`src/rtl/lsu_stage_if.sv`:
```
// Port-B bus between the memory stage (master) and the data RAM (slave).
interface ram_interface;
  logic        en_i_b;
  logic [3:0]  we_i_b;
  logic [31:0] addr_i_b;
  logic [31:0] data_i_b;
  logic [31:0] data_o_b;

  modport master (
    output en_i_b,
    output we_i_b,
    output addr_i_b,
    output data_i_b,
    input  data_o_b
  );

  modport slave (
    input  en_i_b,
    input  we_i_b,
    input  addr_i_b,
    input  data_i_b,
    output data_o_b
  );
endinterface

```
`src/rtl/lsu_stage.sv`:
```
// RV32 memory stage: lane-steered loads/stores with a wait-state FSM for a
// fixed-latency data RAM, plus redirect and writeback source selection.
module lsu_stage #(
  parameter int unsigned LATENCY = 1
) (
  input  logic        clk_i,
  input  logic        rst,
  input  logic [4:0]  rd_i,
  input  logic        alu_zero_i,
  input  logic [31:0] alu_result_i,
  input  logic [31:0] rs2_data_i,
  input  logic [31:0] pc_4_i,
  input  logic [31:0] pc_imm_i,
  input  logic        memread_en_i,
  input  logic        memwrite_en_i,
  input  logic [2:0]  mem_size_i,
  input  logic        branch_i,
  input  logic        jmp_i,
  input  logic        wb_en_i,
  input  logic [1:0]  wb_src_i,
  input  logic [1:0]  wb_pc_src_i,
  output logic [4:0]  rd_o,
  output logic        wb_en_o,
  output logic [31:0] wb_value_o,
  output logic [31:0] next_pc_o,
  output logic        branch_taken_o,
  output logic        stall_o,
  output logic        misaligned_o,
  ram_interface.master ram_if
);

  typedef enum logic [1:0] {IDLE, WAIT, DONE} state_t;

  localparam logic [3:0] CNT_INIT = (LATENCY > 1) ? 4'(LATENCY - 2) : 4'd0;

  state_t      state_q, state_d;
  logic [3:0]  cnt_q, cnt_d;
  logic        mem_op;
  logic        misaligned;
  logic        access;
  logic        stall;
  logic        issue;
  logic [1:0]  sz;
  logic [1:0]  lane;
  logic [3:0]  st_mask;
  logic [31:0] st_data;
  logic [7:0]  ld_byte;
  logic [15:0] ld_half;
  logic        ld_signed;
  logic [31:0] ld_data;

  assign mem_op    = memread_en_i | memwrite_en_i;
  assign sz        = mem_size_i[1:0];
  assign lane      = alu_result_i[1:0];
  assign ld_signed = ~mem_size_i[2];

  always_comb begin
    misaligned = 1'b0;
    case (sz)
      2'b00:   misaligned = 1'b0;
      2'b01:   misaligned = lane[0];
      default: misaligned = |lane;
    endcase
  end

  assign access = mem_op & ~misaligned;

  always_comb begin
    state_d = state_q;
    cnt_d   = cnt_q;
    stall   = 1'b0;
    issue   = 1'b0;
    case (state_q)
      IDLE: begin
        if (access) begin
          stall = 1'b1;
          issue = 1'b1;
          if (LATENCY == 1) begin
            state_d = DONE;
          end else begin
            state_d = WAIT;
            cnt_d   = CNT_INIT;
          end
        end
      end
      WAIT: begin
        stall = 1'b1;
        if (cnt_q == '0) state_d = DONE;
        else             cnt_d   = cnt_q - 4'd1;
      end
      DONE:    state_d = IDLE;
      default: state_d = IDLE;
    endcase
    // Reset also masks the combinational handshake outputs, not just the state.
    if (rst) begin
      state_d = IDLE;
      cnt_d   = '0;
      stall   = 1'b0;
      issue   = 1'b0;
    end
  end

  always_ff @(posedge clk_i) begin
    if (rst) begin
      state_q <= IDLE;
      cnt_q   <= '0;
    end else begin
      state_q <= state_d;
      cnt_q   <= cnt_d;
    end
  end

  always_comb begin
    st_mask = 4'b1111;
    st_data = rs2_data_i;
    case (sz)
      2'b00: begin
        st_mask = 4'b0001 << lane;
        st_data = {4{rs2_data_i[7:0]}};
      end
      2'b01: begin
        st_mask = alu_result_i[1] ? 4'b1100 : 4'b0011;
        st_data = {2{rs2_data_i[15:0]}};
      end
      default: begin
        st_mask = 4'b1111;
        st_data = rs2_data_i;
      end
    endcase
  end

  always_comb begin
    ld_byte = ram_if.data_o_b[7:0];
    case (lane)
      2'd0: ld_byte = ram_if.data_o_b[7:0];
      2'd1: ld_byte = ram_if.data_o_b[15:8];
      2'd2: ld_byte = ram_if.data_o_b[23:16];
      2'd3: ld_byte = ram_if.data_o_b[31:24];
      default: ld_byte = ram_if.data_o_b[7:0];
    endcase
    ld_half = alu_result_i[1] ? ram_if.data_o_b[31:16] : ram_if.data_o_b[15:0];
    case (sz)
      2'b00:   ld_data = {{24{ld_signed & ld_byte[7]}}, ld_byte};
      2'b01:   ld_data = {{16{ld_signed & ld_half[15]}}, ld_half};
      default: ld_data = ram_if.data_o_b;
    endcase
  end

  always_comb begin
    wb_value_o = '0;
    case (wb_src_i)
      2'd0: wb_value_o = '0;
      2'd1: wb_value_o = alu_result_i;
      2'd2: wb_value_o = pc_4_i;
      2'd3: wb_value_o = ld_data;
      default: wb_value_o = '0;
    endcase
  end

  always_comb begin
    next_pc_o = '0;
    case (wb_pc_src_i)
      2'd0: next_pc_o = '0;
      2'd1: next_pc_o = alu_result_i;
      2'd2: next_pc_o = pc_4_i;
      2'd3: next_pc_o = pc_imm_i;
      default: next_pc_o = '0;
    endcase
  end

  assign rd_o           = rd_i;
  assign branch_taken_o = jmp_i | (branch_i & ~alu_zero_i);
  assign misaligned_o   = mem_op & misaligned & ~rst;
  assign stall_o        = stall;
  assign wb_en_o        = wb_en_i & ~stall & ~misaligned_o & ~rst;

  assign ram_if.en_i_b   = ~rst;
  assign ram_if.we_i_b   = (issue & memwrite_en_i) ? st_mask : '0;
  assign ram_if.addr_i_b = {alu_result_i[31:2], 2'b00};
  assign ram_if.data_i_b = st_data;

endmodule

```
`src/flat_wrapper.sv`:
```
// flat-port wrapper written by rule: the top's interface ports become plain ports
module lsu_stage_flat 
#(
  parameter int unsigned LATENCY = 1
)
  (clk_i, rst, rd_i, alu_zero_i, alu_result_i, rs2_data_i, pc_4_i, pc_imm_i, memread_en_i, memwrite_en_i, mem_size_i, branch_i, jmp_i, wb_en_i, wb_src_i, wb_pc_src_i, rd_o, wb_en_o, wb_value_o, next_pc_o, branch_taken_o, stall_o, misaligned_o, ram_if_en_i_b, ram_if_we_i_b, ram_if_addr_i_b, ram_if_data_i_b, ram_if_data_o_b);
  ram_interface ram_if_i ();
  input  logic clk_i;
  input  logic rst;
  input  logic [4:0] rd_i;
  input  logic alu_zero_i;
  input  logic [31:0] alu_result_i;
  input  logic [31:0] rs2_data_i;
  input  logic [31:0] pc_4_i;
  input  logic [31:0] pc_imm_i;
  input  logic memread_en_i;
  input  logic memwrite_en_i;
  input  logic [2:0] mem_size_i;
  input  logic branch_i;
  input  logic jmp_i;
  input  logic wb_en_i;
  input  logic [1:0] wb_src_i;
  input  logic [1:0] wb_pc_src_i;
  output logic [4:0] rd_o;
  output logic wb_en_o;
  output logic [31:0] wb_value_o;
  output logic [31:0] next_pc_o;
  output logic branch_taken_o;
  output logic stall_o;
  output logic misaligned_o;
  output wire logic [$bits(ram_if_i.en_i_b)-1:0] ram_if_en_i_b;
  output wire logic [$bits(ram_if_i.we_i_b)-1:0] ram_if_we_i_b;
  output wire logic [$bits(ram_if_i.addr_i_b)-1:0] ram_if_addr_i_b;
  output wire logic [$bits(ram_if_i.data_i_b)-1:0] ram_if_data_i_b;
  input wire logic [$bits(ram_if_i.data_o_b)-1:0] ram_if_data_o_b;
  assign ram_if_en_i_b = ram_if_i.en_i_b;
  assign ram_if_we_i_b = ram_if_i.we_i_b;
  assign ram_if_addr_i_b = ram_if_i.addr_i_b;
  assign ram_if_data_i_b = ram_if_i.data_i_b;
  assign ram_if_i.data_o_b = ram_if_data_o_b;
  lsu_stage #(.LATENCY(LATENCY)) u_core (.clk_i(clk_i), .rst(rst), .rd_i(rd_i), .alu_zero_i(alu_zero_i), .alu_result_i(alu_result_i), .rs2_data_i(rs2_data_i), .pc_4_i(pc_4_i), .pc_imm_i(pc_imm_i), .memread_en_i(memread_en_i), .memwrite_en_i(memwrite_en_i), .mem_size_i(mem_size_i), .branch_i(branch_i), .jmp_i(jmp_i), .wb_en_i(wb_en_i), .wb_src_i(wb_src_i), .wb_pc_src_i(wb_pc_src_i), .rd_o(rd_o), .wb_en_o(wb_en_o), .wb_value_o(wb_value_o), .next_pc_o(next_pc_o), .branch_taken_o(branch_taken_o), .stall_o(stall_o), .misaligned_o(misaligned_o), .ram_if(ram_if_i));
endmodule
```
`config.mk`:
```
export PLATFORM = sky130hd
export DESIGN_NAME = lsu_stage_flat
export DESIGN_NICKNAME = d
export VERILOG_FILES = /design/src/rtl/lsu_stage_if.sv /design/src/rtl/lsu_stage.sv /design/src/flat_wrapper.sv
export SDC_FILE = /design/constraint.sdc
export NUM_CORES = 1
export LEC_CHECK = 0
export CAP_MARGIN = 20
export CORE_AREA = 2 2 125 127
export CTS_BUF_LIST = sky130_fd_sc_hd__clkbuf_4
export DETAILED_ROUTE_END_ITERATION = 16
export DIE_AREA = 0 0 127 129
export GPL_TIMING_DRIVEN = 0
export SLEW_MARGIN = 10
export SYNTH_ARGS = -nofsm -noshare
export SYNTH_HDL_FRONTEND = slang
export SYNTH_SLANG_ARGS = --single-unit
```
`constraint.sdc`:
```
create_clock -name clk_i -period 1.8 [get_ports clk_i]
set_input_delay 0.18 -clock clk_i [delete_from_list [all_inputs] [get_ports clk_i]]
set_output_delay 0.18 -clock clk_i [all_outputs]
set_load 0.05 [all_outputs]
```
==> results by group, run 1 <==
Run status
  • Outcome: finished, violations left
  • Failing checks: setup timing

Worst setup path
  • Worst endpoint required time: 1.62 ns
  • Critical-path top delay cell: mux4_2
  • CP Launch Type: input pin
  • Critical path, cell by cell: buf_8 > buf_6 > mux4_2 > and3b_1 > buf_6 > a221oi_4 > o21ai_2 > buf_6
  • Critical path type: in2out
  • Critical path endpoint category: output pin
  • Largest fanout on the critical path: 8
  • Worst Path Arrival: 1.69 ns
  • R2R Setup Slk: 1.08 ns
  • CP top delay family: buffers and inverters
  • CP dominant cell by count: buf_6
  • CP Buf/Inv Count: 4
  • Critical path's largest stage delay: 0.47 ns

Cells and area
  • Share of cells above drive strength 1: 36.4%
  • Most frequent cells in the layout: 166 x clkdlybuf4s50_1, 64 x buf_4, 38 x buf_6, 36 x mux2_2
  • Commonest non-fill, non-tap cell in the layout: clkdlybuf4s50_1
  • Reg with most FFs: u_core.state_q
  • Post-layout util: 43.3%
  • Nets: 911
  • Layout area overhead: 131%
  • Fillers: 1554
  • Biggest regs: u_core.state_q: 1 flops
  • Design area: 0.00648 mm²
  • Max reg flops: 1

Global routing
  • Total track usage: 20.2%
  • Global-route wire length before repair: 26.1 mm
  • Met3 Track Usage GR: 3.66%
  • Met1 usage: 23.8%
  • Vias in the first global route: 4575
  • Met2 Use GR: 38.0%
  • Initial antenna violation count: 3
  • GR Overflow Total: 0
  • GR peak layer: met2
  • Largest net degree at the start of global routing: 11

Synth
  • Post-synthesis cell area: 0.00281 mm²
  • Area fraction of the dominant cell type after synthesis: 15.2%
  • Main synth FF type: dfxtp_1
  • Post-synth cell types: 43
  • Cell taking the most area after synthesis: mux2_2
  • Synthesized flop and latch total: 1
  • Warnings from Yosys: 0
  • Sequential share of the synthesized area: 0.712%
  • Mapped Cells: 407
  • EDFF count, synth: 0
  • Ys async rst share: 0%
  • Syn avg cell area: 6.91 µm²
  • Area contributors post-synth: mux2_2 15%, buf_4 12%, a22o_1 10%

Timing
  • Final period utilization: 104%
  • Slew HR: 59.5%
  • RSZ-0062 raised after global routing: yes
  • Final setup skew: 0 ns
  • Min Hold Slack: 0.556 ns
  • Shortest period the worst path allows: 1.87 ns
  • Count of final setup violators: 8
  • Fmax: 535 MHz
  • Hold Fails Final Rpt: 0
  • Max-slew violations: 0
  • Setup tns final: -0.214 ns
  • Setup ws final: -0.0684 ns
  • Worst-Margin Slew: 0.608 ns

Placement
  • Routability cong.: 0.865
  • IO buf count: 311
  • Placed cell area: 0.00628 mm²
  • Final HPWL DP: 15.1 mm

Clocking
  • Hold buffer count at cts: 0
  • Worst-Skew Late Latency: 0 ns
  • Clock Pin Slew Worst Setup and Hold Paths: 0 ns

Power
  • Pwr Density: 392 mW/mm²
  • Lkg Pwr: 3.01 nW
  • Sequential group share of total power: 1.0%
  • Worst vdd rail ir drop: 0.000185 V
  • Clock power share: 0%
  • Psw: 1.49 mW
  • Total internal power: 1.06 mW
  • Overall Power: 2.54 mW
  • Gate power share: 99.0%
  • Sw frac: 58.4%

Die
  • Initial Util: 18.8%
  • Row cnt: 45
  • Die area: 0.0164 mm²
  • Die Width: 127 µm
  • Die height: 129 µm
  • Io pins: 322
  • CORE AREA: 0.0150 mm²

Detailed routing
  • Drt initial violations: 180
  • Antenna Nets Post-Route: 0
  • Wire per inst: 19.7 µm
  • Drc violations: 0
  • Avg Vias per Cell: 4.93
  • Total wire length: 18.1 mm
  • DR pass1 iterations: 4
  • Via count: 4534

Run
  • MaxCap Viol Count: 0

Worst hold path
  • Hold Crit Class: reg2reg
==> cells in the mapped netlist (2+ instances only) <==
| library cell | number |
|---|---|
| nor2b_1 | 4 |
| a21o_1 | 2 |
| inv_1 | 20 |
| a21oi_1 | 18 |
| mux2i_1 | 13 |
| o21ai_1 | 7 |
| nand2_1 | 33 |
| a22o_1 | 32 |
| a2bb2oi_1 | 5 |
| a221o_1 | 16 |
| o21bai_1 | 2 |
| mux2_2 | 38 |
| nor2_1 | 17 |
| a221oi_2 | 7 |
| nor3_1 | 6 |
| nand2b_1 | 2 |
| buf_6 | 3 |
| o221a_2 | 5 |
| a22oi_1 | 11 |
| o21ai_0 | 45 |
| buf_4 | 45 |
| buf_2 | 8 |
| clkbuf_1 | 28 |
| o22ai_1 | 2 |
| nand3_1 | 17 |
| buf_1 | 4 |
==> metal layers <==
| layer | routed length (µm) | share of wire (%) |
|---|---|---|
| met5 | 13 | 0.072 |
| met4 | 382 | 2.1 |
| met3 | 1390 | 7.6 |
| met2 | 9410 | 52 |
| met1 | 6920 | 38 |
==> cell families (layout without fill, tap and decap cells) <==
logic type / after synthesis / after routing / share of synthesized area, %
other cells: 1 / 4 / 0.133
simple gates: 86 / 86 / 13.9
buf+inv: 108 / 429 / 21.6
flops: 1 / 1 / 0.712
mux: 52 / 52 / 20.6
compound gates: 159 / 159 / 43.0
==> stage by stage <==
| stage | cells | worst slack [ns] |
|---|---|---|
| 2_1_floorplan | 408 | -0.224 |
| 3_3_place_gp | 907 | -1.36 |
| 3_5_place_dp | 907 | -1.34 |
| 4_1_cts | 917 | -0.0447 |
| 5_1_grt | 919 | -0.130 |
| 6_report | 919 | -0.0684 |
==> power by group through the flow <==
stage          clock network (mW)  registers [mW]  logic [mW]
4_1_cts                         0          0.0249        2.51
2_1_floorplan                   0          0.0248        1.47
3_5_place_dp                    0          0.0249        2.51
6_report              0.000000149          0.0249        2.52
3_3_place_gp                    0          0.0249        2.50
5_1_grt               0.000000149          0.0249        2.63
==> path summary, 6_finish.rpt <==
check | depth (start not counted) | end | from
setup / recovery | 8 | wb_value_o[12] | alu_result_i[1]
hold / removal | 3 | u_core.state_q[1]$_SDFFE_PP0P_ | u_core.state_q[1]$_SDFFE_PP0P_
setup reg to reg | 3 | u_core.state_q[1]$_SDFFE_PP0P_ | u_core.state_q[1]$_SDFFE_PP0P_
hold reg to reg | 3 | u_core.state_q[1]$_SDFFE_PP0P_ | u_core.state_q[1]$_SDFFE_PP0P_
==> repair_timing <==
action                     CTS  global route
buffers inserted            12             1
setup endpoints to repair  113            86
pin swaps                   11             4
cloned                       0             0
hold endpoints to repair     0             0
gates resized for setup    554            67
==> tightest hold or removal path: stages, from the launching register on <==
cell     delay (ns)
dfxtp_1        0.31
nor2_1         0.07
nand2_1        0.08
nor2_1         0.05
==> layout make-up <==
| class | instances | area (µm²) | area share (%) |
|---|---|---|---|
| antenna | 2 | 5.00 | 0.0772 |
| buffer | 86 | 607 | 9.36 |
| inverter | 20 | 78.8 | 1.22 |
| multi-input combinational | 299 | 2400 | 37.0 |
| sequential | 1 | 20.0 | 0.309 |
| tap | 188 | 235 | 3.63 |
| timing repair buffer | 323 | 3140 | 48.4 |
(Power assumes the default switching activity.)
==> run 2: changes to the inputs <==
Settings changed: CAP_MARGIN 20 to 5.
==> results of run 2 <==
Final layout, timing and power as in run 1 (identical DEF).
==> run 3: changes to the inputs <==
Settings changed: CAP_MARGIN 5 to not set.
==> results of run 3 <==
Final layout, timing and power as in run 1 (identical DEF).
